==> config.mk <==
export PLATFORM = sky130hd
export DESIGN_NAME = spi_master_param
export DESIGN_NICKNAME = d
export VERILOG_FILES = /design/src/rtl/spi_master_param.sv
export SDC_FILE = /design/constraint.sdc
export NUM_CORES = 1
export LEC_CHECK = 0
export BUFFER_PORTS_ARGS = -buffer_cell sky130_fd_sc_hd__buf_2
export CAP_MARGIN = 40
export CELL_PAD_IN_SITES_DETAIL_PLACEMENT = 1
export CELL_PAD_IN_SITES_GLOBAL_PLACEMENT = 1
export CORE_MARGIN = 5
export CORE_UTILIZATION = 44
export DETAILED_ROUTE_END_ITERATION = 16
export PLACE_DENSITY = 0.85
export SYNTH_ARGS = -nofsm -noshare
export SYNTH_HDL_FRONTEND = slang
export SYNTH_SLANG_ARGS = --single-unit
==> constraint.sdc <==
create_clock -name clk -period 2.7 [get_ports clk]
set_clock_uncertainty 0.2 [all_clocks]
set_input_delay 0 -clock clk [delete_from_list [all_inputs] [get_ports clk]]
set_output_delay 0 -clock clk [all_outputs]
set_load 0.005 [all_outputs]
==> src/rtl/spi_master_param.sv <==
// Parametrised SPI master: configurable word width, CPOL/CPHA, sck divider and slave selects.
// sck is a registered output derived from a half-period counter, so everything runs on clk.
module spi_master_param #(
  parameter int DATA_W = 8,
  parameter int NUM_SS = 4,
  parameter int DIV_W  = 8,
  parameter int SEL_W  = (NUM_SS > 1) ? $clog2(NUM_SS) : 1
) (
  input  logic              clk,
  input  logic              rstn,
  input  logic              start,
  input  logic [DATA_W-1:0] tx_data,
  input  logic              msb_first,
  input  logic              cpol,
  input  logic              cpha,
  input  logic [DIV_W-1:0]  clk_div,
  input  logic [SEL_W-1:0]  ss_sel,
  input  logic              miso,
  output logic              sck,
  output logic              mosi,
  output logic [NUM_SS-1:0] ss_n,
  output logic [DATA_W-1:0] rx_data,
  output logic              rx_valid,
  output logic              busy
);
  localparam int                EDGE_W    = $clog2(2 * DATA_W);
  localparam logic [EDGE_W-1:0] LAST_EDGE = EDGE_W'(2 * DATA_W - 1);

  typedef enum logic [2:0] {S_IDLE, S_SETUP, S_XFER, S_HOLD, S_DONE} state_t;

  state_t            state;
  logic [DIV_W-1:0]  div_cnt;
  logic [DIV_W-1:0]  div_q;
  logic [EDGE_W-1:0] edge_cnt;
  logic [DATA_W-1:0] tx_sh;
  logic [DATA_W-1:0] rx_sh;
  logic              msb_q;
  logic              cpol_q;
  logic              cpha_q;
  logic              half_done;
  logic              leading;
  logic              last_edge;

  function automatic logic first_bit(input logic [DATA_W-1:0] w, input logic msb);
    return msb ? w[DATA_W-1] : w[0];
  endfunction

  function automatic logic [DATA_W-1:0] shift_out(input logic [DATA_W-1:0] w, input logic msb);
    return msb ? {w[DATA_W-2:0], 1'b0} : {1'b0, w[DATA_W-1:1]};
  endfunction

  function automatic logic [DATA_W-1:0] shift_in(input logic [DATA_W-1:0] w, input logic b,
                                                 input logic msb);
    return msb ? {w[DATA_W-2:0], b} : {b, w[DATA_W-1:1]};
  endfunction

  // An out-of-range index matches no line, so every select stays deasserted.
  function automatic logic [NUM_SS-1:0] ss_decode(input logic [SEL_W-1:0] sel);
    logic [NUM_SS-1:0] v;
    v = '1;
    for (int i = 0; i < NUM_SS; i++) begin
      if (sel == SEL_W'(i)) v[i] = 1'b0;
    end
    return v;
  endfunction

  assign half_done = (div_cnt == div_q);
  assign leading   = ~edge_cnt[0];
  assign last_edge = (edge_cnt == LAST_EDGE);

  // NOTE: sequential state uses non-blocking assignments only, so every branch sees pre-edge values.
  always_ff @(posedge clk or negedge rstn) begin
    if (!rstn) begin
      // NOTE: the shift registers are reset along with control so an abandoned word never leaks out.
      state    <= S_IDLE;
      div_cnt  <= '0;
      div_q    <= '0;
      edge_cnt <= '0;
      tx_sh    <= '0;
      rx_sh    <= '0;
      msb_q    <= 1'b0;
      cpol_q   <= 1'b0;
      cpha_q   <= 1'b0;
      sck      <= 1'b0;
      mosi     <= 1'b0;
      ss_n     <= '1;
      rx_data  <= '0;
      rx_valid <= 1'b0;
      busy     <= 1'b0;
    end else begin
      rx_valid <= 1'b0;
      unique case (state)
        S_IDLE: begin
          sck      <= cpol;
          mosi     <= 1'b0;
          ss_n     <= '1;
          div_cnt  <= '0;
          edge_cnt <= '0;
          if (start) begin
            msb_q  <= msb_first;
            cpol_q <= cpol;
            cpha_q <= cpha;
            div_q  <= clk_div;
            // cpha=0 presents bit 0 during SETUP, so the register starts one shift ahead.
            tx_sh  <= cpha ? tx_data : shift_out(tx_data, msb_first);
            mosi   <= cpha ? 1'b0 : first_bit(tx_data, msb_first);
            ss_n   <= ss_decode(ss_sel);
            busy   <= 1'b1;
            state  <= S_SETUP;
          end
        end
        S_SETUP: begin
          if (half_done) begin
            div_cnt <= '0;
            state   <= S_XFER;
          end else begin
            div_cnt <= div_cnt + DIV_W'(1);
          end
        end
        S_XFER: begin
          if (half_done) begin
            div_cnt  <= '0;
            sck      <= ~sck;
            edge_cnt <= edge_cnt + EDGE_W'(1);
            if (leading ^ cpha_q) begin
              rx_sh <= shift_in(rx_sh, miso, msb_q);
            end
            if (cpha_q ? leading : (!leading && !last_edge)) begin
              mosi  <= first_bit(tx_sh, msb_q);
              tx_sh <= shift_out(tx_sh, msb_q);
            end
            if (last_edge) state <= S_HOLD;
          end else begin
            div_cnt <= div_cnt + DIV_W'(1);
          end
        end
        S_HOLD: begin
          sck <= cpol_q;
          if (half_done) begin
            div_cnt  <= '0;
            ss_n     <= '1;
            mosi     <= 1'b0;
            rx_data  <= rx_sh;
            rx_valid <= 1'b1;
            state    <= S_DONE;
          end else begin
            div_cnt <= div_cnt + DIV_W'(1);
          end
        end
        S_DONE: begin
          sck   <= cpol;
          busy  <= 1'b0;
          state <= S_IDLE;
        end
        default: begin
          busy  <= 1'b0;
          state <= S_IDLE;
        end
      endcase
    end
  end

endmodule

[Word level (Yosys, flattened, before mapping)]
Index checks and enable logic that the tools add are counted.
Word-level totals
  word-level logic and storage cells: 97
  bits in registers: 58
  bits of input ports: 25
  output and inout port bits: 16
Cells by class
  reduce and logical (&&, ||, !) cells: 21
  add/sub/neg operators: 2
  mux-type cells: 40
  bitwise logic cells: 4
  equality and inequality tests: 15
Operators by type and width (number)
  two-way mux 8 bit: 8
  case mux 8 bit (2 select lines): 2
  two-way mux 1 bit: 16
  case mux 4 bit (2 select lines): 2
  two-way mux 3 bit: 5
  two-way mux 4 bit: 3
  inequality test 2 bit (second input constant): 6
  case mux 3 bit (4 select lines): 1
  AND reduction 2 bit: 6
  adder 8 x 1 -> 8 bit (second input constant): 1
  == test 8 bit: 1
  AND reduction 4 bit: 2
  == test 3 x 2 -> 1 bit (second input constant): 2
  case mux 1 bit (3 select lines): 2
  nonzero test 2 bit: 3
  nonzero test 3 bit: 2
  AND reduction 5 bit: 1
  adder 4 x 1 -> 4 bit (second input constant): 1
  == test 2 bit (second input constant): 2
  == test 4 bit (second input constant): 1
  == test 3 x 1 -> 1 bit (second input constant): 1
  == test 3 bit (second input constant): 1
  logical NOT 3 bit: 1
  NOT 1 bit: 3
  9 further kinds: 9

[Longest topological paths before layout]
  depth after elaboration: 7
  mapped depth: 8
  depth with buffers taken out: 5

[Least setup slack after synthesis]
No wires, ideal clock.
  kind: reg-to-reg
  start: register div_cnt[6]
  end: register rx_data[2]
  path buffers: 1
  setup time: 125 ps
  path slack: 457 ps
  stages on the path, launching flop included: 6
  period minus slack after synthesis: 2243 ps
  arrival: 1918 ps
  path through: dfrtp_1 -> xor2_1 -> or4_4 -> nor3_4 -> buf_6 -> mux2_2
Between the ends
  cells in the longest elaborated chain, start to end: 2
Ends and longest elaborated chain
  from (decl): RTL line 32  | logic [DIV_W-1:0] div_cnt;
  from (signal assigned): RTL line 117  | div_cnt <= div_cnt + DIV_W'(1);
  from (signal assigned): RTL line 134  | div_cnt <= div_cnt + DIV_W'(1);
  from (signal assigned): RTL line 147  | div_cnt <= div_cnt + DIV_W'(1);
  == test 8 bit: RTL line 67  | assign half_done = (div_cnt == div_q);
  AND reduction 2 bit (no source line)
  to (signal assigned): RTL line 143  | rx_data <= rx_sh;
  to (decl): RTL line 22  | output logic [DATA_W-1:0] rx_data,
Every way passes these cells.
A chain may end at the register's enable or synchronous reset.

[Final worst setup path]
  start: register div_cnt[6]
  end: register div_cnt[5]
Between the ends
  cells in the longest elaborated chain, start to end: 3
Ends and longest elaborated chain
  == test 8 bit: RTL line 67
  two-way mux 8 bit: RTL line 113, 121, 139
  case mux 8 bit (2 select lines): RTL line 92  | unique case (state)
Every way passes these cells.

==> flow_summary.ini <==
[worst_setup_path]
end_kind = register
ff2ff_setup_slack_ns = 0.35
worstPathArrival_ns = 2.38
worstSetupPathType = register to register
r2r_start = div_cnt[6]
crit_required_ns = 2.73
worstSetupStartpointType = register
worst-path-max-fanout = 12
timing.rr.end = div_cnt[5]
r2r_cells = 5

[min_path]
hold_class = input port to asynchronous set/reset pin

[routing]
drtAntennaViolNets = 0
drtIter0Drc = 110
wl_per_cell_um = 17.4
routed-via-count = 2560
drt-total-wl_um = 8010
viasPerCell = 5.58
drcViolationCount = 0
first_pass_iters = 4

[power]
p_seq_share_pct = 41.5
power.internal_mw = 2.18
p_per_area_nw_per_um2 = 891
ir_drop_uv = 480
switching_share_pct = 34.9
leakage_nw = 1.81
pwr-share-comb_pct = 32.0
switching_power_mw = 1.17
clkPwrFrac_pct = 26.5

[cts]
clock_sinks = 58
cts_root_buf = clkbuf_8
htree_levels = 3
cts_made_buffers = 9
clk_latency_ns = 0.35
cts_tree = yes
cts_setup_buffers = 0
path_clk_slew_ns = 0.07
cts.repair.resized = 0
clockBufferDepth = 2

[global_routing]
grt_pass1_wl_um = 13400
antenna_found_initial = 0
grt_pass1_vias = 2768
grt.total_usage_pct = 19.9
overflow = 0
grt_max_degree = 59

[sta]
finalSetupViolations = 0
slew_headroom_pct = 50.4
hold_violations = 0
slew_violations = 0
worst_slew_pin_slew_ns = 0.745
max_freq_mhz = 426
grt_setup_unrepaired = false
finalCritPeriodShare_pct = 87.0
final.setup.tns_ns = 0
min_period_ns = 2.35

[cells_and_area]
fillers = 754
finalInstanceArea_um2 = 3770
syn2layout_area_growth_pct = 25.2
finalNetCount = 401
drive_gt1_share_pct = 25.9
multi_input_area_um2 = 1440
ff_latch_area_um2 = 1460
antenna_cells = 0

[floorplan]
initial_utilization_pct = 44.8
die-area_um2 = 8600
coreArea_um2 = 6720
die_h_um = 92.7
num_rows = 30
num_io_pins = 41
die_x_um = 92.7

[logic_synthesis]
synth_edf_count = 0
syn_inst = 304
synthDistinctLibCells = 49
synth_seq_cells = 58
syn_area_um2 = 3010
async_reset_ff_share_pct = 100
synthTopCellsByArea = dfrtp_1 45%, mux2i_1 8.0%, nand2_1 7.5%, mux2_2 4.1%, dfstp_2 3.5%
seq_area_frac_synth_pct = 48.4
synth_warnings = 0
synth.largest_area_cell = dfrtp_1
synth_top_area_share_pct = 44.9
syn_area_per_cell_um2 = 9.90
synth_ff_type = dfrtp_1
synth_nets = 331

[outcome]
status = finished clean

[placement]
port_buffers = 40
hpwl_um = 5160
place_congestion = 0.802
placed_cell_area_um2 = 3300

[job]
cap_violations = 0
==> timing repair <==
action | 4_1_cts | 5_1_grt
hold endpoints to repair | 80 | 0
setup endpoints to repair | 0 | 0
hold buffers | 25 | 0
==> flip-flops by register name, summed over array words and instances, names as in the netlist <==
name and cells:
div_cnt 8, div_q 8, rx_data 8, rx_sh 8, tx_sh 8, edge_cnt 4, ss_n 4, state 3
busy 1, cpha_q 1, cpol_q 1, mosi 1, msb_q 1, rx_valid 1, sck 1
==> cells in the mapped netlist, types with 2 or more instances <==
cell and count:
nand2_1 60, dfrtp_1 54, mux2i_1 24, nor2_1 23, o21ai_0 14, mux2_2 11, xor2_1 10, a21oi_1 9
clkbuf_1 9, nor3_1 7, o22ai_1 7, a31o_2 5, inv_1 5, nor4_1 5, buf_2 4, dfstp_2 4
nand4_1 4, nor2b_1 4, a41oi_1 3, buf_6 3, a211o_1 2, a211oi_1 2, a21o_1 2, a221o_1 2
ha_1 2, nand3_1 2, nor3b_1 2, o21ai_1 2, or2_2 2, or4_4 2
==> per-stage QoR <==
step                instances  hold WS (ns)  power [mW]  setup slack [ns]  util [%]
floorplan                 304        -0.496        2.10             0.457         -
global placement          418       -0.0116        2.37             0.430      49.1
detailed placement        418      -0.00219        2.44             0.361      49.1
CTS                       459         0.160        3.38             0.348      56.1
global route              459         0.197        3.57             0.279      56.1
finish                    459         0.129        3.36             0.350      56.1
==> routing by layer <==
layer  GRT usage (%)  vias up  wire, um
li1                -     1216         -
met1            24.2     1284      3560
met2            34.1       44      4050
met3            4.79       16       248
met4            7.57        0       155
met5               0        -         0
==> placed cells by master, fill, tap and decap left out, types with 2 or more instances in the layout <==
| master | netlist | layout |
|---|---|---|
| or2_2 | 2 | 2 |
| xor2_1 | 10 | 10 |
| a211o_1 | 2 | 2 |
| dfrtp_1 | 54 | 54 |
| nand2_1 | 60 | 60 |
| a221o_1 | 2 | 2 |
| nor3b_1 | 2 | 2 |
| clkinvlp_4 | 0 | 2 |
| nor2b_1 | 4 | 4 |
| dlygate4sd3_1 | 0 | 25 |
| nand3_1 | 2 | 2 |
| inv_1 | 5 | 5 |
| buf_2 | 4 | 40 |
| dfstp_2 | 4 | 4 |
| o22ai_1 | 7 | 7 |
| clkbuf_8 | 0 | 9 |
| bufinv_16 | 0 | 2 |
| clkinv_2 | 0 | 2 |
| ha_1 | 2 | 2 |
| mux2i_1 | 24 | 24 |
| or4_4 | 2 | 2 |
| mux2_2 | 11 | 11 |
| nand4_1 | 4 | 4 |
| nor3_1 | 7 | 7 |
| a41oi_1 | 3 | 3 |
| a21o_1 | 2 | 2 |
| a31o_2 | 5 | 5 |
| buf_4 | 0 | 11 |
| o21ai_1 | 2 | 2 |
| a211oi_1 | 2 | 2 |
| nor4_1 | 5 | 5 |
| a21oi_1 | 9 | 9 |
| o21ai_0 | 14 | 14 |
| nor2_1 | 23 | 23 |
==> kinds of logic after synthesis <==
kind of cell,Yosys count,share of synthesized area (%)
adders and majority gates,2,0.831
DFF,58,48.4
xor gates and xnor gates,11,3.20
muxes,36,12.5
AOI/OAI and AO/OA,57,13.1
and+or+nand+nor,118,18.4
buffers and inverters,22,3.66
==> critical path: stages, from the launching register on <==
cell	delay [ns]
dfrtp_1	0.43
xor2_1	0.20
or4_4	0.61
o21ai_4	0.35
nor4_1	0.10
a211o_2	0.33
==> power by group through the flow <==
stage	clock network [mW]	logic [mW]	registers, mW
after floorplan	0	0.785	1.32
after global placement	0	0.988	1.38
after detailed placement	0	1.04	1.40
after CTS	0.906	1.08	1.39
after global routing	0.952	1.19	1.43
final	0.889	1.08	1.39
==> worst max path at each step <==
stage | endpoint | depth (start not counted) | from
3_5_place_dp | rx_data[0] | 5 | div_cnt[6]
2_1_floorplan | rx_data[2] | 5 | div_cnt[6]
6_report | div_cnt[5] | 5 | div_cnt[6]
5_1_grt | div_cnt[5] | 5 | div_cnt[6]
4_1_cts | rx_data[0] | 5 | div_cnt[6]
3_3_place_gp | rx_data[5] | 5 | div_cnt[6]
==> area by class of cell <==
class / instances / area share, %
sequential: 58 / 38.6
multi-input combinational: 224 / 38.3
timing repair buffer: 76 / 14.1
clock buffer: 9 / 3.29
tap: 80 / 2.66
clock inverter: 7 / 2.49
inverter: 5 / 0.498
Power figures use the tool's default switching activity.
